--- src/rtl/usb_rcv_ctrl.sv ---
// USB receive-side packet controller: tracks sync, data bytes and EOP, drives the
// receive FIFO write strobe and reports clean completion or a sticky packet error.
module usb_rcv_ctrl #(
    parameter int unsigned MAX_BYTES = 64
) (
    input  logic       clk,
    input  logic       n_rst,
    input  logic       d_edge,
    input  logic       shift_enable,
    input  logic       eop,
    input  logic       byte_received,
    input  logic [7:0] rcv_data,
    output logic       rcving,
    output logic       w_enable,
    output logic       r_error,
    output logic [6:0] byte_count,
    output logic       packet_done
);

    typedef enum logic [3:0] {
        StIdle,
        StRcvSync,
        StCheckSync,
        StReceive,
        StStore,
        StEopCheck,
        StEopWait,
        StErrWait,
        StErrEidle,
        StErrIdle
    } state_e;

    state_e     state_q, state_d;
    logic [6:0] count_q, count_d;
    logic       done_q, done_d;
    logic       seop;
    logic       room;

    assign seop = eop & shift_enable;
    // Count saturates at 127, so a MAX_BYTES above that never reports overflow.
    assign room = 32'(count_q) < MAX_BYTES;

    always_ff @(posedge clk or negedge n_rst) begin
        if (!n_rst) begin
            state_q <= StIdle;
            count_q <= '0;
            done_q  <= 1'b0;
        end else begin
            state_q <= state_d;
            count_q <= count_d;
            done_q  <= done_d;
        end
    end

    always_comb begin
        state_d = state_q;
        count_d = count_q;
        done_d  = 1'b0;
        case (state_q)
            StIdle: begin
                if (d_edge) begin
                    state_d = StRcvSync;
                    count_d = '0;
                end
            end
            StRcvSync: begin
                if (byte_received) state_d = StCheckSync;
                else if (seop)     state_d = StErrEidle;
            end
            StCheckSync: state_d = (rcv_data == 8'h80) ? StReceive : StErrWait;
            StReceive: begin
                if (byte_received) state_d = room ? StStore : StErrWait;
                else if (seop)     state_d = StErrEidle;
            end
            StStore: begin
                state_d = StEopCheck;
                count_d = (count_q == 7'd127) ? count_q : count_q + 7'd1;
            end
            StEopCheck: begin
                if (shift_enable) state_d = eop ? StEopWait : StReceive;
            end
            StEopWait: begin
                if (d_edge) begin
                    state_d = StIdle;
                    done_d  = 1'b1;
                end
            end
            StErrWait: begin
                if (seop) state_d = StErrEidle;
            end
            StErrEidle: begin
                if (d_edge) state_d = StErrIdle;
            end
            StErrIdle: begin
                if (d_edge) begin
                    state_d = StRcvSync;
                    count_d = '0;
                end
            end
            default: state_d = StIdle;
        endcase
    end

    assign rcving      = !(state_q inside {StIdle, StErrIdle});
    assign r_error     = state_q inside {StErrWait, StErrEidle, StErrIdle};
    assign w_enable    = (state_q == StStore);
    assign byte_count  = count_q;
    assign packet_done = done_q;

endmodule
--- config.mk ---
export PLATFORM = sky130hd
export DESIGN_NAME = usb_rcv_ctrl
export DESIGN_NICKNAME = d
export VERILOG_FILES = /design/src/rtl/usb_rcv_ctrl.sv
export SDC_FILE = /design/constraint.sdc
export NUM_CORES = 1
export LEC_CHECK = 0
export ABC_AREA = 1
export CAP_MARGIN = 20
export CORE_AREA = 3 3 62 47
export CTS_CLUSTER_DIAMETER = 50
export DETAILED_ROUTE_END_ITERATION = 12
export DIE_AREA = 0 0 65 50
export PLACE_DENSITY = 0.77
export SETUP_SLACK_MARGIN = 0.02
export SLEW_MARGIN = 0
export SYNTH_ARGS = -nofsm -noshare
export SYNTH_HDL_FRONTEND = slang
export SYNTH_SLANG_ARGS = --single-unit
--- constraint.sdc ---
create_clock -name clk -period 1.55 [get_ports clk]
set_clock_uncertainty 0.15 [all_clocks]
set_input_delay 0.31 -clock clk [delete_from_list [all_inputs] [get_ports clk]]
set_output_delay 0.31 -clock clk [all_outputs]
set_load 0.02 [all_outputs]
==> results of run 1 <==
## cell type report
class / count / area, um2 / share of cell area, %
inverter: 20 / 77.6 / 4.90
tap: 34 / 42.5 / 2.69
clock buffer: 4 / 26.3 / 1.66
sequential: 12 / 308 / 19.4
multi-input combinational: 127 / 678 / 42.8
timing repair buffer: 52 / 450 / 28.5
## per-layer routing
layer	up-vias	GRT usage, %	routed length, um
li1	603	-	-
met1	555	24.1	1410
met2	20	33.8	1490
met3	2	4.10	100
met4	0	2.11	4
met5	-	0	0
## kinds of logic (layout without fill, tap and decap cells)
kind of cell    Yosys count  after routing  synth area share, %
compound gates            3              3                 1.50
xor+xnor                  4              4                 3.51
fa+ha+maj                 1              1                 1.25
buf+inv                  21             76                 8.26
flops                    12             12                 30.0
simple gates            119            119                 55.4
## worst reg2reg max path, cell delays in order, from the launching register on
cell and delay, ns:
dfrtp_2 0.45, buf_4 0.17, inv_2 0.07, nor2_4 0.05
nand3_2 0.10, nand2_4 0.08, buf_4 0.15, nor3_4 0.17
nand2_1 0.08, nand2_1 0.07
## flip-flops by register name (all words and copies together) (netlist names)
register and cells:
byte_count 7, packet_done 1, state_q 4
## worst paths after layout
kind,to,slack (ns),depth (start not counted)
max reg2reg,byte_count[0],-0.03,9
min reg2reg,byte_count[1],0.39,2
min,byte_count[2],0.18,2
max in group asynchronous,state_q[1],0.90,2
min in group clk,byte_count[1],0.39,2
max,w_enable,-0.10,4
## per-stage QoR
stage / cells / setup TNS [ns]
2_1_floorplan: 160 / 0
3_3_place_gp: 240 / -1.04
3_5_place_dp: 240 / -1.56
4_1_cts: 245 / -0.328
5_1_grt: 249 / -1.67
6_report: 249 / -0.441
## cell usage in the layout, fill, tap and decap left out, drive strengths merged
cell	Yosys	layout
a21oi	2	2
buf	1	31
clkbuf	0	4
clkdlybuf4s15	0	2
clkdlybuf4s50	0	13
dfrtp	12	12
dlygate4sd2	0	6
ha	1	1
inv	20	20
nand2	69	69
nand3	21	21
nand4	1	1
nor2	27	27
nor3	1	1
o21ai	1	1
xnor2	2	2
xor2	2	2
## synthesized netlist by cell type
library cell,count
nand3_4,1
a21oi_1,2
nand3_1,18
xnor2_1,2
nor2_4,1
nand4_1,1
inv_2,6
dfrtp_1,12
nand3_2,2
o21ai_1,1
inv_1,14
nor2_1,21
nand2_4,3
nor2_2,5
buf_4,1
nand2_2,3
nand2_1,63
ha_1,1
xor2_1,2
nor3_2,1
## timing repair
item	CTS	global route
pin swaps	4	5
setup endpoints to repair	22	16
hold buffers	0	0
gates resized for setup	39	9
buffers inserted	1	4
## power by group through the flow
stage	combinational, mW	sequential, mW	clock [mW]
5_1_grt	2.13	0.570	0.225
3_5_place_dp	1.69	0.521	0
4_1_cts	1.78	0.544	0.210
6_report	1.93	0.554	0.205
2_1_floorplan	1.01	0.541	0
3_3_place_gp	1.64	0.509	0
==> impl_metrics.csv, run 1 <==
group,metric,value,unit
worst_setup_path,critPathMaxStageDelay,0.49,ns
worst_setup_path,cp_num_buf_inv,2,
finish,final_core_util,66.4,%
placement,place_congestion,0.883,
drt,drcViolationCount,0,
pwr,p_switching,1.33,mW
sta,maxSlewViolCount,0,
sta,setup_viol,9,
sta,finalWorstSetupSlack,-0.104,ns
finish,n_fill_cell,227,
hold_path,min_path_type,"input port to asynchronous set/reset pin",
clocking,cts-root-buf,"clkbuf_4",
drt,viasPerCell,4.74,
finish,diodes,0,
drt,routedWlPerCell,12.1,um
pwr,intPower,1.36,mW
global_routing,grt_start_max_net_pins,13,
finish,syn_to_final_growth,58.3,%
pwr,switching_share,49.4,%
pwr,combPwrFrac,71.8,%
clocking,cts_sinks,12,
floorplan,dieArea,0.00325,mm2
floorplan,pin_count,25,
placement,portBuffers,24,
synth,yosysWarningCount,0,
global_routing,grt_pass1_wl,4.80,mm
pwr,finalPower,2.69,mW
synth,synthTopCellsByArea,"dfrtp_1 (30%), nand2_1 (24%), nand3_1 (9.0%)",
floorplan,die_h,50,um
floorplan,die_x,65,um
worst_setup_path,cp.required,1.09,ns
floorplan,coreArea,0.00238,mm2
drt,antenna_left,0,
placement,placed_area,0.00146,mm2
sta,holdWs,0.181,ns
clocking,insertion_delay,0.27,ns
worst_setup_path,end_kind,"output pin",
clocking,cts_tree,"done",
global_routing,grt_use_total,19.0,%
sta,hold_viol,0,
synth,synth_cell_type_count,20,
status,outcome,"finished, violations left",
job,max-cap-violations,0,
worst_setup_path,crit_chain,"nor2_4 -> nand2_2 -> inv_2 -> buf_6",
clocking,clk_pin_slew,0.07,ns
floorplan,rows,15,
sta,min_period_over_period,107,%
worst_setup_path,crit_start,"state_q[3]",
worst_setup_path,path_class,"flop to output pin",
synth,postSynthCellCount,160,
pwr,p_per_area,1700,mW/mm2
sta,period_minus_slack,1.65,ns
pwr,ir_drop,0.558,mV
status,violations,"negative setup slack",
synth,syn-cell-area,1000,um2
clocking,cts.htree.levels,1,
drt,drt-total-wl,3.01,mm
clocking,clk_path_buf_depth,2,
global_routing,grt-ovfl-total,0,
global_routing,antenna_found_initial,0,
finish,nNetsFinal,231,
finish,final_area,0.00158,mm2
placement,dpl.hpwl,2.36,mm
sta,clock.fmax,605,MHz
finish,layout-drive-gt1-share,32.6,%
sta,rsz0062_at_grt,"yes",
global_routing,grt_pass1_vias,1125,
synth,ys_ff_latch,12,
worst_setup_path,crit_family,"flip-flops",
pwr,seqPwrFrac,20.6,%
worst_setup_path,slowest_stage,"dfrtp_2",
synth,synth_seq_area_share,30.0,%
synth,yosys.area.top_type,"dfrtp_1",
sta,tightest_slew,0.227,ns
sta,slew_headroom,84.9,%
placement,post-place-ws,-0.333,ns
worst_setup_path,cp_max_fo,6,
synth,avgSynthCellArea,6.25,um2
floorplan,initial_core_util,41.9,%
synth,netlist.area_leader.share,30.0,%
worst_setup_path,cp.arrival,1.19,ns
worst_setup_path,r2r_start,"state_q[0]",
drt,drtIter0Drc,50,
pwr,power_leakage,0.870,nW
clocking,numCtsBuffers,3,
worst_setup_path,crit_path_start_kind,"flop",
synth,synth_nets,175,
drt,dr.pass1.iters,4,
pwr,clockPowerShare,7.6,%
drt,vias,1180,
Note: power is estimated with default switching activity, not from simulation.
==> run 2: changes to the inputs <==
--- a/config.mk
+++ b/config.mk
@@ -6,7 +6,6 @@
 export NUM_CORES = 1
 export LEC_CHECK = 0
 export ABC_AREA = 1
-export CAP_MARGIN = 20
 export CORE_AREA = 3 3 62 47
 export CTS_CLUSTER_DIAMETER = 50
 export DETAILED_ROUTE_END_ITERATION = 12
==> results of run 2 <==
Final layout, timing and power as in run 1 (identical DEF).
